===== src/rtl/if_stage_ifid_pkg.sv =====
// Shared types and constants for the instruction-fetch stage and its IF/ID register.
package if_stage_ifid_pkg;

  typedef enum logic [1:0] {
    FETCH   = 2'd0,
    HOLD    = 2'd1,
    DISCARD = 2'd2
  } fetch_state_e;

  localparam logic [31:0] NOP_INSTR_DEF = 32'h0000_0000;
  localparam logic [31:0] RESET_PC_DEF  = 32'h0000_0000;
  localparam logic [31:0] PC_INC        = 32'd4;

  typedef struct packed {
    logic [31:0] instr;
    logic [31:0] pc4;
    logic        valid;
  } ifid_t;

endpackage


===== src/rtl/if_stage_ifid_ifid.sv =====
// IF/ID pipeline register: {instr, pc4, valid} with load, bubble and implicit hold.
module ifid_reg
  import if_stage_ifid_pkg::*;
#(
  parameter logic [31:0] NOP_INSTR = NOP_INSTR_DEF
) (
  input  logic        clk,
  input  logic        rst,
  input  logic        load_i,
  input  logic        bubble_i,
  input  logic [31:0] instr_i,
  input  logic [31:0] pc4_i,
  output logic [31:0] instr_o,
  output logic [31:0] pc4_o,
  output logic        valid_o
);

  ifid_t ifid_q;
  ifid_t ifid_d;

  // A bubble keeps pc4 so ID still sees the last sequential address.
  always_comb begin
    ifid_d = ifid_q;
    if (bubble_i) begin
      ifid_d.instr = NOP_INSTR;
      ifid_d.valid = 1'b0;
    end else if (load_i) begin
      ifid_d.instr = instr_i;
      ifid_d.pc4   = pc4_i;
      ifid_d.valid = 1'b1;
    end
  end

  always_ff @(posedge clk or posedge rst) begin
    if (rst) begin
      ifid_q.instr <= NOP_INSTR;
      ifid_q.pc4   <= 32'd0;
      ifid_q.valid <= 1'b0;
    end else begin
      ifid_q <= ifid_d;
    end
  end

  assign instr_o = ifid_q.instr;
  assign pc4_o   = ifid_q.pc4;
  assign valid_o = ifid_q.valid;

endmodule


===== src/rtl/if_stage_ifid.sv =====
// Instruction-fetch stage: owns the PC, handshakes with instruction memory,
// parks a word while ID stalls and discards an in-flight fetch after a redirect.
module if_stage_ifid
  import if_stage_ifid_pkg::*;
#(
  parameter logic [31:0] RESET_PC  = RESET_PC_DEF,
  parameter logic [31:0] NOP_INSTR = NOP_INSTR_DEF
) (
  input  logic        clk,
  input  logic        rst,
  input  logic        stall,
  input  logic        branch_taken,
  input  logic [31:0] branch_target,
  input  logic        jump,
  input  logic [31:0] jump_target,
  output logic        imem_req,
  output logic [31:0] imem_addr,
  input  logic        imem_ready,
  input  logic [31:0] imem_rdata,
  output logic [31:0] pc,
  output logic [31:0] id_instr,
  output logic [31:0] id_pc4,
  output logic        id_valid
);

  fetch_state_e state_q, state_d;
  logic [31:0]  pc_q, pc_d;
  logic [31:0]  skid_instr_q, skid_instr_d;
  logic [31:0]  skid_pc4_q, skid_pc4_d;
  logic [31:0]  pending_q, pending_d;

  logic         redir;
  logic [31:0]  redir_tgt;
  logic [31:0]  pc_plus4;
  logic         ifid_load;
  logic         ifid_bubble;
  logic [31:0]  ifid_instr_in;
  logic [31:0]  ifid_pc4_in;

  // Branch operands may not be forwarded yet while stalled, so redirects wait.
  assign redir     = (branch_taken | jump) & id_valid & ~stall;
  assign redir_tgt = jump ? jump_target : branch_target;
  assign pc_plus4  = pc_q + PC_INC;

  always_ff @(posedge clk or posedge rst) begin
    if (rst) begin
      state_q      <= FETCH;
      pc_q         <= RESET_PC;
      skid_instr_q <= 32'd0;
      skid_pc4_q   <= 32'd0;
      pending_q    <= 32'd0;
    end else begin
      state_q      <= state_d;
      pc_q         <= pc_d;
      skid_instr_q <= skid_instr_d;
      skid_pc4_q   <= skid_pc4_d;
      pending_q    <= pending_d;
    end
  end

  always_comb begin
    state_d = state_q;
    case (state_q)
      FETCH: begin
        if (redir && !imem_ready)
          state_d = DISCARD;
        else if (!redir && stall && imem_ready)
          state_d = HOLD;
      end
      HOLD:    if (!stall) state_d = FETCH;
      DISCARD: if (imem_ready) state_d = FETCH;
      default: state_d = FETCH;
    endcase
  end

  always_comb begin
    imem_req      = 1'b1;
    pc_d          = pc_q;
    skid_instr_d  = skid_instr_q;
    skid_pc4_d    = skid_pc4_q;
    pending_d     = pending_q;
    ifid_load     = 1'b0;
    ifid_bubble   = 1'b0;
    ifid_instr_in = imem_rdata;
    ifid_pc4_in   = pc_plus4;
    case (state_q)
      FETCH: begin
        if (redir) begin
          ifid_bubble = 1'b1;
          if (imem_ready) pc_d = redir_tgt;
          else            pending_d = redir_tgt;
        end else if (stall) begin
          if (imem_ready) begin
            skid_instr_d = imem_rdata;
            skid_pc4_d   = pc_plus4;
          end
        end else if (imem_ready) begin
          ifid_load = 1'b1;
          pc_d      = pc_plus4;
        end else begin
          ifid_bubble = 1'b1;
        end
      end
      HOLD: begin
        imem_req = 1'b0;
        if (!stall) begin
          if (redir) begin
            ifid_bubble = 1'b1;
            pc_d        = redir_tgt;
          end else begin
            ifid_load     = 1'b1;
            ifid_instr_in = skid_instr_q;
            ifid_pc4_in   = skid_pc4_q;
            pc_d          = pc_plus4;
          end
        end
      end
      DISCARD: begin
        // The returned word belongs to the abandoned path; only the newest target survives.
        if (redir) pending_d = redir_tgt;
        if (imem_ready) pc_d = redir ? redir_tgt : pending_q;
        if (!stall) ifid_bubble = 1'b1;
      end
      default: imem_req = 1'b1;
    endcase
  end

  ifid_reg #(
    .NOP_INSTR (NOP_INSTR)
  ) u_ifid_reg (
    .clk      (clk),
    .rst      (rst),
    .load_i   (ifid_load),
    .bubble_i (ifid_bubble),
    .instr_i  (ifid_instr_in),
    .pc4_i    (ifid_pc4_in),
    .instr_o  (id_instr),
    .pc4_o    (id_pc4),
    .valid_o  (id_valid)
  );

  assign pc        = pc_q;
  assign imem_addr = pc_q;

endmodule

===== config.mk =====
export PLATFORM = sky130hd
export DESIGN_NAME = if_stage_ifid
export DESIGN_NICKNAME = d
export VERILOG_FILES = /design/src/rtl/if_stage_ifid_pkg.sv /design/src/rtl/if_stage_ifid_ifid.sv /design/src/rtl/if_stage_ifid.sv
export SDC_FILE = /design/constraint.sdc
export NUM_CORES = 1
export LEC_CHECK = 0
export ABC_AREA = 1
export CAP_MARGIN = 25
export CORE_ASPECT_RATIO = 0.8
export CORE_MARGIN = 5
export CORE_UTILIZATION = 51
export DETAILED_ROUTE_END_ITERATION = 16
export PLACE_DENSITY_LB_ADDON = 0.25
export SETUP_SLACK_MARGIN = 0.02
export SYNTH_ARGS = -nofsm -noshare
export SYNTH_HDL_FRONTEND = slang
export SYNTH_SLANG_ARGS = --single-unit

===== constraint.sdc =====
create_clock -name clk -period 8.5 [get_ports clk]
set_input_delay 1.7 -clock clk [delete_from_list [all_inputs] [get_ports clk]]
set_output_delay 1.7 -clock clk [all_outputs]
set_load 0.1 [all_outputs]

# --- Yosys cells after proc, flatten, opt, wreduce, memory -nomap -nowiden ---
# Cells that the tools add are included.
totals:
  regBits: 195
  latchBits: 0
  ram_bits: 0
  mem_bits_ro: 0
  out_inout_bits: 130
  wordCells: 79
  n_memories: 0
classes:
  addsub: 1
  multipliers: 0
  div_mod_pow: 0
  magnitude_cmp: 0
  eq_ne: 9
  n_shift: 0
  mux: 41
  bitwise: 6
  n_reduce_logical: 14
op_table:
  columns: ["cell", "count"]
  rows:
  - ["32-bit 2-to-1 mux", 18]
  - ["32-bit one-hot mux with 3 select lines", 1]
  - ["65-bit 2-to-1 mux", 1]
  - ["32-bit one-hot mux with 2 select lines", 1]
  - ["32-bit by 3-bit adder with 32-bit output, second input constant", 1]
  - ["1-bit 2-to-1 mux", 13]
  - ["2-bit inequality test, second input constant", 5]
  - ["2-bit 2-to-1 mux", 4]
  - ["3-bit inequality test, second input constant", 2]
  - ["2-bit one-hot mux with 3 select lines", 1]
  - ["3-bit AND reduction", 2]
  - ["5-bit AND reduction", 1]
  - ["4-bit AND reduction", 1]
  - ["2-bit nonzero test", 2]
  - ["1-bit logical AND", 3]
  - ["1-bit NOT", 3]
  - ["1-bit one-hot mux with 3 select lines", 1]
  - ["3-bit nonzero test", 1]
  - ["1-bit bitwise AND", 2]
  - ["2-bit by 1-bit equality test with 1-bit output, second input constant", 1]
  - ["2-bit equality test, second input constant", 1]
  - ["1-bit zero test", 2]
  - ["2-bit zero test", 1]
  - ["1-bit one-hot mux with 2 select lines", 1]
  - ["other kinds (2)", 2]

# --- Longest topological paths before layout ---
logic_depth:
  depth_word: 9
  depth_mapped: 12

# --- Modules after synthesis ---
# Synthesis repeated with hierarchy kept, for this count alone.
unflattened:
  hier_cells: 1479
  hier_area_um2: 10696.5
modules_own_cells:
  columns: ["mod", "n_inst", "cells_per_inst", "area_per_inst_um2"]
  rows:
  - ["if_stage_ifid", 1, 1196, 8147.8]
  - ["ifid_reg", 1, 283, 2548.7]

# --- Worst setup path after synthesis ---
# Ideal clock, no wire load.
synth_path:
  path_kind: "register -> output"
  startpoint: "register pc_q[4], in the netlist imem_addr[4]"
  endpoint: "output port pc[4]"
  t_arrival_ns: 1.445
  required_time_ns: 6.800
  path_slack_ns: 5.355
  path_stages_with_launch: 2
  n_path_buf: 1
  path_cell_list: "dfrtp_1 > buf_4"
synth_rtl:
  columns: ["element", "line_no", "text"]
  rows:
  - ["from (decl)", "if_stage_ifid.sv:27", "logic [31:0] pc_q, pc_d;"]
  - ["from (signal assigned)", "if_stage_ifid.sv:54", "pc_q <= pc_d;"]
  - ["to (decl)", "if_stage_ifid.sv:20", "output logic [31:0] pc,"]
# No word-level cell between the ends.

# --- Final worst setup path ---
layout_path:
  startpoint: "input port jump"
  endpoint: "register pending_q[0]"
layout_via:
  elab_chain_cells: 5
  word_cells_on_any_way: 10
layout_lines:
  columns: ["element", "line_no", "text"]
  rows:
  - ["from (decl)", "if_stage_ifid.sv:14", "input logic jump,"]
  - ["1-bit bitwise OR", "if_stage_ifid.sv:41", "assign redir = (branch_taken | jump) & id_valid & ~stall;"]
  - ["1-bit bitwise AND (2 in series)", "if_stage_ifid.sv:41", null]
  - ["32-bit 2-to-1 mux / 2-bit inequality test (equally long branches)", null, null]
  - ["32-bit one-hot mux with 2 select lines / 3-bit AND reduction (equally long branches)", null, null]
  - ["to (signal assigned)", "if_stage_ifid.sv:57", "pending_q <= pending_d;"]
  - ["to (decl)", "if_stage_ifid.sv:30", "logic [31:0] pending_q, pending_d;"]
# Several ways; a longest one is shown, not always the timed one. The select of a mux whose other input is x is not followed.
# A chain may end at the register's enable or synchronous reset.

==> results.ini <==
[grt]
grt_pass1_wl_um=46340
grt_usage_pct=24.16
grt_max_degree=126
grt_overflow_total=0
antenna_found_initial=0
grt_pass1_vias=8582

[detailed_routing]
num_vias=9585
viasPerCell=5.192
ant_nets=0
drt_wl_total_um=28660
drc=0
drt_first_pass_iters=5
wl_per_cell_um=15.52
drt_iter0_drc=1130

[timing]
setup_viol=0
final.period_utilization_pct=55.47
worst_slew_pin_slew_ns=1.048
skew_ns=0.01545
tns_ns=0
final_hold_viol_count=0
timing.fmax_ghz=0.2121
finalMaxSlewViolations=0
finalCriticalPeriod_ns=4.715
slew_headroom_pct=29.89
rsz0062_at_grt=false

[layout]
antenna_cells=0
final-seq-area_mm2=0.004880
fin_nets=1667
layout_common_cells=nand2_1 (483), clkdlybuf4s50_1 (231), dfrtp_1 (195), o21ai_0 (179)
fin_util_pct=64.49
drive_above_1_share_pct=5.390
area_growth_syn_to_layout_pct=25.76
fillerInstances=1794
fin_area_mm2=0.01324
final_common_cell=nand2_1
multi_input_area_mm2=0.004612

[place]
place_congestion=0.9150
dp.final_hpwl_um=19870
postPlaceCellArea_mm2=0.01264
io_buffers=231

[clocking]
cts_setup_buffers=0
cts-root-buf=clkbuf_16
cts_tree=built
cts_sinks=195
numCtsBuffers=17
ctsResizeCount=0
htree_levels=4
cts_hold_buf=0
clk_latency_ns=0.44
path_clk_slew_ns=0.07
clock_path_buffers=2

[critical_path]
worstPathRequired_ns=8.86
slowest_stage=nor2_4
crit_fanout=57
cp_data_arrival_time_ns=5.07
cp-start-kind=primary input
path_class=in -> reg
slowest_delay_ns=0.71
cp_num_buf_inv=5
path_cells=clkdlybuf4s50_1 > buf_4 > o21ai_4 > nor2_4 > inv_2 > nand2_1 > nand2_1 > buf_4 > inv_2 > nor2_1 > a21oi_1
crit_family=buffers and inverters
critPathCaptureType=register

[die]
num_rows=47
ioPinCount=232
start_util_pct=51.28
die_h_um=138.5
die_w_um=170.6
die_area_mm2=0.02363
core_mm2=0.02052

[flow_run]
maxCapViolCount=0

[synthesis]
yosysTopAreaCellShare_pct=46.36
syn_area_mm2=0.01053
synth_area_leader_cell=dfrtp_1
synth_area_leaders=dfrtp_1 (46%), nand2_1 (17%), o21ai_0 (8.5%)
syn_nets=1518
synth-seq-cells=195
synth_cell_type_count=38
ys_warn_count=0
syn_inst=1415
syn_avg_cell_area_um2=7.438
yosysSeqAreaShare_pct=46.36

[min_path]
hp-class=reg -> reg

[run_status]
run_status=complete, no violations

final timing paths:
check,slack (ns),depth (start not counted),startpoint,endpoint
hold reg to reg,0.48,2,skid_pc4_q[15],skid_pc4_q[15]
max in group asynchronous,5.21,3,rst,skid_pc4_q[7]
setup reg to reg,5.40,9,u_ifid_reg.valid_o,pending_q[0]
min in group asynchronous,1.85,2,rst,u_ifid_reg.instr_o[26]
setup / recovery,3.79,11,jump,pending_q[0]
hold / removal,0.48,2,skid_pc4_q[15],skid_pc4_q[15]
routing by layer:
metal / vias to the layer above / wire [um] / global-route usage (%)
li1: 4769 / - / -
met1: 4407 / 13720 / 38.40
met2: 379 / 12270 / 33.74
met3: 30 / 2171 / 4.338
met4: 0 / 493 / 6.807
met5: - / 0 / 0
synth_stat cells (all sizes together):
library cell,number
o21a,3
inv,110
a21boi,15
a22oi,1
clkinv,2
a2bb2oi,3
xnor2,1
clkbuf,35
nor2,113
o211ai,5
o21ai,197
a31oi,14
mux2i,1
or2,8
a21oi,105
nand2,491
xor2,14
dfrtp,195
buf,77
ha,1
a211oi,1
nand3,21
and2,2
flip-flops by register name, summed over array words and instances (netlist names):
name and cells:
imem_addr 32, u_ifid_reg.valid_o 1, pending_q 32, u_ifid_reg.instr_o 32
skid_pc4_q 32, skid_instr_q 32, state_q 2, u_ifid_reg.pc4_o 32
worst reg2reg max path, cell delays in order, from the launching register on:
cell     delay, ns
dfrtp_1       0.45
o21ai_4       0.13
nor2_4        0.71
inv_2         0.66
nand2_1       0.27
nand2_1       0.07
buf_4         0.29
inv_2         0.25
nor2_1        0.07
a21oi_1       0.13
cells by family after synthesis:
logic type	count (synthesis)	synth area share (%)
simple gates	635	24.26
compound gates	344	17.37
buf+inv	224	10.05
flops	195	46.36
xor+xnor	15	1.748
mux	1	0.09511
fa+ha+maj	1	0.1189
stage by stage:
stage                     worst slack (ns)  hold WS (ns)  std cells
after global placement               3.527        0.4569       1812
after detailed placement             3.408        0.4646       1812
after CTS                            3.864        0.4843       1844
after global routing                 3.567        0.4984       1846
final                                3.785        0.4810       1846
after floorplan                      1.488        0.4439       1415
cell type report:
type,instances,area share [%]
clock buffer,18,3.242
tap,269,2.543
inverter,112,3.233
sequential,195,36.87
multi-input combinational,996,34.84
clock inverter,14,0.9358
timing repair buffer,242,18.34
Power is not shown: default switching activity piles up to over one toggle a cycle in this logic, so the estimate is an artifact.
